<file path="src/rtl/query_loader_if.sv">
// rtl/query_loader_if.sv - host word stream in, assembled query/k packet out to the search core
interface query_loader_if #(
    parameter int DIM     = 4,
    parameter int K_WIDTH = 16
);
    logic [31:0]        word_tdata;
    logic               word_tvalid;
    logic [31:0]        query [DIM];
    logic [K_WIDTH-1:0] k;
    logic               valid;
    logic               ready;

    // loader side: consumes the word stream, produces the packet
    modport slave (
        input  word_tdata, word_tvalid, ready,
        output query, k, valid
    );

    modport master (
        output word_tdata, word_tvalid, ready,
        input  query, k, valid
    );
endinterface

</file>
<file path="src/rtl/query_loader.sv">
// rtl/query_loader.sv - frames host words on a sync word and hands DIM query words plus a checked k to the core
module query_loader #(
    parameter int          DIM       = 4,
    parameter int          K_WIDTH   = 16,
    parameter int          K_MAX     = 5,
    parameter logic [31:0] SYNC_WORD = 32'hFFFF_FFFF
) (
    input  logic                        clk_100mhz,
    input  logic                        resetn,
    query_loader_if.slave               bus,
    output logic                        busy,
    output logic [$clog2(DIM+2)-1:0]    count,
    output logic                        err,
    output logic [1:0]                  err_code,
    output logic [15:0]                 pkt_count
);
    localparam int CW = $clog2(DIM + 2);

    typedef enum logic [1:0] {IDLE, COLLECT, GET_K, HOLD} state_t;

    state_t      state, state_next;
    logic [31:0] staging [DIM];

    logic is_sync, k_legal;
    logic clr_count, store_word, load_pkt, bad_k, drop_word, xfer;

    assign is_sync = (bus.word_tdata == SYNC_WORD);
    // range check on the full word so stray upper bits can never alias into a legal k
    assign k_legal = (bus.word_tdata != 32'd0) &&
                     (bus.word_tdata <= 32'(K_MAX)) &&
                     ((bus.word_tdata >> K_WIDTH) == 32'd0);

    always_ff @(posedge clk_100mhz or negedge resetn) begin
        if (!resetn) state <= IDLE;
        else         state <= state_next;
    end

    always_comb begin
        state_next = state;
        clr_count  = 1'b0;
        store_word = 1'b0;
        load_pkt   = 1'b0;
        bad_k      = 1'b0;
        drop_word  = 1'b0;
        xfer       = 1'b0;
        case (state)
            IDLE: begin
                if (bus.word_tvalid && is_sync) begin
                    state_next = COLLECT;
                    clr_count  = 1'b1;
                end
            end
            COLLECT: begin
                if (bus.word_tvalid) begin
                    if (is_sync) begin
                        clr_count = 1'b1;
                    end else begin
                        store_word = 1'b1;
                        if (count == CW'(DIM - 1)) state_next = GET_K;
                    end
                end
            end
            GET_K: begin
                if (bus.word_tvalid) begin
                    if (is_sync) begin
                        state_next = COLLECT;
                        clr_count  = 1'b1;
                    end else if (k_legal) begin
                        state_next = HOLD;
                        load_pkt   = 1'b1;
                    end else begin
                        state_next = IDLE;
                        bad_k      = 1'b1;
                    end
                end
            end
            HOLD: begin
                // the core owns the outputs here; anything the host sends is lost
                drop_word = bus.word_tvalid;
                if (bus.ready) begin
                    state_next = IDLE;
                    xfer       = 1'b1;
                end
            end
            default: state_next = IDLE;
        endcase
    end

    always_ff @(posedge clk_100mhz or negedge resetn) begin
        if (!resetn) begin
            for (int i = 0; i < DIM; i++) begin
                staging[i]   <= 32'd0;
                bus.query[i] <= 32'd0;
            end
            bus.k     <= '0;
            bus.valid <= 1'b0;
            busy      <= 1'b0;
            count     <= '0;
            err       <= 1'b0;
            err_code  <= 2'd0;
            pkt_count <= 16'd0;
        end else begin
            busy <= (state_next != IDLE);

            if (state_next == IDLE || clr_count) count <= '0;
            else if (load_pkt)                   count <= CW'(DIM + 1);
            else if (store_word)                 count <= count + CW'(1);

            if (store_word) begin
                for (int i = 0; i < DIM; i++)
                    if (count == CW'(i)) staging[i] <= bus.word_tdata;
            end

            if (load_pkt) begin
                for (int i = 0; i < DIM; i++) bus.query[i] <= staging[i];
                bus.k     <= bus.word_tdata[K_WIDTH-1:0];
                bus.valid <= 1'b1;
            end else if (xfer) begin
                bus.valid <= 1'b0;
            end

            if (xfer) pkt_count <= pkt_count + 16'd1;

            err <= bad_k | drop_word;
            if (bad_k)          err_code <= 2'd1;
            else if (drop_word) err_code <= 2'd2;
        end
    end
endmodule

</file>
<file path="src/flat_wrapper.sv">
// flat-port wrapper written by rule: the top's interface ports become plain ports
module query_loader_flat 
#(
    parameter int          DIM       = 4,
    parameter int          K_WIDTH   = 16,
    parameter int          K_MAX     = 5,
    parameter logic [31:0] SYNC_WORD = 32'hFFFF_FFFF
)
  (clk_100mhz, resetn, busy, count, err, err_code, pkt_count, bus_word_tdata, bus_word_tvalid, bus_ready, bus_query, bus_k, bus_valid);
  query_loader_if #(.DIM(DIM), .K_WIDTH(K_WIDTH)) bus_i ();
  input  logic clk_100mhz;
  input  logic resetn;
  output logic busy;
  output logic [$clog2(DIM+2)-1:0] count;
  output logic err;
  output logic [1:0] err_code;
  output logic [15:0] pkt_count;
  input wire logic [$bits(bus_i.word_tdata)-1:0] bus_word_tdata;
  input wire logic [$bits(bus_i.word_tvalid)-1:0] bus_word_tvalid;
  input wire logic [$bits(bus_i.ready)-1:0] bus_ready;
  output wire logic [$bits(bus_i.query)-1:0] bus_query;
  output wire logic [$bits(bus_i.k)-1:0] bus_k;
  output wire logic [$bits(bus_i.valid)-1:0] bus_valid;
  assign bus_i.word_tdata = bus_word_tdata;
  assign bus_i.word_tvalid = bus_word_tvalid;
  assign bus_i.ready = bus_ready;
  assign bus_query = {>>{bus_i.query}};
  assign bus_k = bus_i.k;
  assign bus_valid = bus_i.valid;
  query_loader #(.DIM(DIM), .K_WIDTH(K_WIDTH), .K_MAX(K_MAX), .SYNC_WORD(SYNC_WORD)) u_core (.clk_100mhz(clk_100mhz), .resetn(resetn), .bus(bus_i), .busy(busy), .count(count), .err(err), .err_code(err_code), .pkt_count(pkt_count));
endmodule
</file>
<file path="config.mk">
export PLATFORM = sky130hd
export DESIGN_NAME = query_loader_flat
export DESIGN_NICKNAME = d
export VERILOG_FILES = /design/src/rtl/query_loader_if.sv /design/src/rtl/query_loader.sv /design/src/flat_wrapper.sv
export SDC_FILE = /design/constraint.sdc
export NUM_CORES = 1
export LEC_CHECK = 0
export BUFFER_PORTS_ARGS = -buffer_cell sky130_fd_sc_hd__buf_2
export CAP_MARGIN = 20
export CELL_PAD_IN_SITES_DETAIL_PLACEMENT = 1
export CELL_PAD_IN_SITES_GLOBAL_PLACEMENT = 2
export CORE_ASPECT_RATIO = 1.75
export CORE_MARGIN = 2
export CORE_UTILIZATION = 37
export DETAILED_ROUTE_END_ITERATION = 6
export GPL_TIMING_DRIVEN = 0
export PLACE_DENSITY = 0.89
export SYNTH_ARGS = -nofsm -noshare
export SYNTH_HDL_FRONTEND = slang
export SYNTH_SLANG_ARGS = --single-unit
</file>
<file path="constraint.sdc">
create_clock -name clk_100mhz -period 2.2 [get_ports clk_100mhz]
set_clock_uncertainty 0.05 [all_clocks]
set_input_delay 0.44 -clock clk_100mhz [delete_from_list [all_inputs] [get_ports clk_100mhz]]
set_output_delay 0.44 -clock clk_100mhz [all_outputs]
set_load 0.02 [all_outputs]
</file>
==> impl_metrics.json <==
{
  "ant_nets": 0,
  "place_area_mm2": 0.0133,
  "place_hpwl_um": 23400,
  "clock_latency_ps": 550,
  "seq_area_mm2": 0.00746,
  "synth_top_area_share_pct": 63.5,
  "seq_area_frac_synth_pct": 63.5,
  "synthTopCellsByCount": "410 x nand2_1, 298 x dfrtp_1, 100 x mux2_2",
  "drive_gt1_share_pct": 34.7,
  "htreeDepth": 1,
  "cp.arrival_ps": 2560,
  "port_buffers": 203,
  "io_pins": 204,
  "worst_r2r_path_depth": 8,
  "max_slew_margin_pct": 54.1,
  "multiInputGateArea_mm2": 0.00404,
  "place_ws_ps": -1060,
  "grt_max_degree": 124,
  "worstMarginPinSlew_ps": 688,
  "yosysMostFrequentCell": "nand2_1",
  "gp_congestion": 0.750,
  "ir_drop_v": 0.000536,
  "hold_viol": 0,
  "max_freq_ghz": 0.472,
  "maxCapViolations": 0,
  "route.detailed.drc": 0,
  "cts_root_buffer": "clkbuf_16",
  "design.core.area_mm2": 0.0314,
  "outcome": "finished, final reports clean",
  "synth_edf_count": 0,
  "finalSetupViolCount": 0,
  "die_w_um": 139,
  "critPathTopFamily": "simple AND/OR/NAND/NOR gates",
  "wl_met2_um": 18200,
  "dieArea_mm2": 0.0332,
  "grt_pass1_vias": 8697,
  "cts_tree": "built",
  "ys_ff_latch": 298,
  "synth_top_cell_by_area": "dfrtp_1",
  "wl_met1_um": 12500,
  "slowest_stage": "nor4_4",
  "crit_path_cell_trace": "buf_2 > nand4_1 > nor4_4 > a21oi_1 > nand3_4 > buf_2 > buf_2 > nand2_1 > nand2_1",
  "cp.depth": 9,
  "p_leak_uw": 0.00805,
  "yosysUniqueCellTypes": 36,
  "wl_per_cell_um": 19.8,
  "hold_path.class": "in2reg",
  "cp_num_buf_inv": 3,
  "grt.total_usage_pct": 19.8,
  "cts_max_path_buffers": 3,
  "setup-tns-final_ps": 0,
  "layout_setup_ws_ps": 81.2,
  "power-per-cell-area_mw_per_mm2": 846,
  "critPathKind": "in2reg",
  "path_max_fanout": 10,
  "layout.nets": 1288,
  "topRoutingLayerUsed": "met4",
  "async_reset_ff_share_pct": 100,
  "synthCells": 1003,
  "wl_um": 32700,
  "synth_area_mm2": 0.0117,
  "die_h_um": 240,
  "vias": 8057,
  "globalRoute.totalOverflow": 0,
  "crit_top_cell": "buf_2",
  "ys_dominant_reg_cell": "dfrtp_1",
  "clkTransAtPathRegs_ps": 70,
  "n_antenna_cell": 0,
  "grt_pass1_wl_um": 50800,
  "first_pass_iters": 4,
  "worstPathRequired_ps": 2640,
  "ys_warn_count": 0,
  "cts_buffers": 27,
  "placementRows": 86,
  "antenna_found_initial": 0,
  "final_cell_area_mm2": 0.0144,
  "fill_cells": 3501,
  "first_iter_violations": 276,
  "ys_top_cells_by_area": "dfrtp_1 63%, nand2_1 13%, mux2_2 9.6%",
  "vias_per_cell": 4.86,
  "fin_crit_sh_pct": 96.3,
  "power_uw": 12100,
  "period_minus_slack_ps": 2120,
  "avgSynthCellArea_um2": 11.7,
  "holdPathStages": 3,
  "cp-start-kind": "primary input",
  "end_kind": "register",
  "initial_core_util_pct": 37.4,
  "synth_fp_nets": 1050,
  "cpPeakStageDelay_ps": 450,
  "clock-sinks": 298,
  "drv_slew": 0,
  "wl_met3_um": 1160,
  "area_growth_pct": 22.3
}
## worst reg2reg max path: stages (launching register included)
cell      delay, ps
dfrtp_1         400
inv_2           110
ha_1            150
inv_1            80
a211oi_4        220
buf_6           170
nand3_2         220
buf_4           280
mux2_2          290
## final timing paths
path	start	end	slack (ps)
max	bus_word_tdata[26]	u_core.bus.query[75]	80
min	bus_word_tdata[0]	u_core.bus.k[0]	200
max reg2reg	u_core.state[1]	u_core.staging[89]	110
min reg2reg	u_core.bus.query[68]	u_core.bus.query[68]	410
max in group asynchronous	resetn	u_core.bus.query[81]	730
min in group asynchronous	resetn	u_core.pkt_count[6]	360
## cell usage in the layout (no fill, tap or decap), drive strengths merged
cell and instances:
nor2b 13, and2 2, nand3b 1, a21boi 1, mux2i 1, o31a 2
dfrtp 298, nor4 8, xor2 5, nand3 11, ha 11, buf 243
xnor2 11, clkbuf 45, inv 12, and3 6, dlygate4sd3 1, nand2 410
nand2b 1, mux2 130, a21oi 7, clkinv 7, o21a 1, bufinv 1
a31oi 1, o21ai 2, o311ai 1, clkinvlp 4, nor3 2, nand4 12
nor2 7, o32ai 2, a211oi 2
## power breakdown
part	leakage, uW	switching [uW]	internal [uW]
logic	0.00355	565	611
registers	0.00407	266	6010
clock network	0.000426	2110	2580
total	0.00805	2940	9200
## registers in the layout, summed over array words and instances, names as in the netlist
signal,cells
u_core.bus.query,128
u_core.staging,128
u_core.bus.k,16
u_core.pkt_count,16
u_core.count,3
u_core.err_code,2
u_core.state,2
u_core.bus.valid,1
u_core.busy,1
u_core.err,1
## area by class of cell
| type | count | area share, % |
|---|---|---|
| Tap cell | 396 | 3.45 |
| Clock inverter | 13 | 0.723 |
| Multi-Input combinational cell | 650 | 28.1 |
| Inverter | 11 | 0.287 |
| Buffer | 44 | 2.33 |
| Sequential cell | 298 | 51.9 |
| Timing Repair Buffer | 209 | 7.83 |
| Clock buffer | 36 | 5.36 |
## per-layer routing
metal  track usage (%)  vias up
met5                 0        -
met4              6.06        0
met3              2.50       49
met2              38.5      164
met1              22.4     4137
li1                  -     3707
## cell families (layout without fill, tap and decap cells)
family          count (synthesis)  in the layout  share of synthesized area (%)
simple gates                  473            473                           16.5
flops                         298            298                           63.5
mux                           131            131                           13.5
buf+inv                        55            313                           2.83
compound gates                 19             19                           1.33
xor+xnor                       16             16                           1.19
fa+ha+maj                      11             11                           1.17
## through the flow
stage | util (%) | hold WS [ps] | std cells
2_1_floorplan | - | 94.4 | 1003
3_3_place_gp | 42.2 | 396 | 1602
3_5_place_dp | 42.4 | 350 | 1604
4_1_cts | 45.5 | 172 | 1657
5_1_grt | 45.7 | 194 | 1657
6_report | 45.7 | 202 | 1657
## what timing repair did
action	4_1_cts	5_1_grt
hold buffers	1	0
buffers inserted	3	0
hold endpoints to repair	53	0
setup endpoints to repair	255	133
gates resized for setup	18	14
pin swaps	2	0
gates cloned	0	0
(Power assumes the default switching activity.)
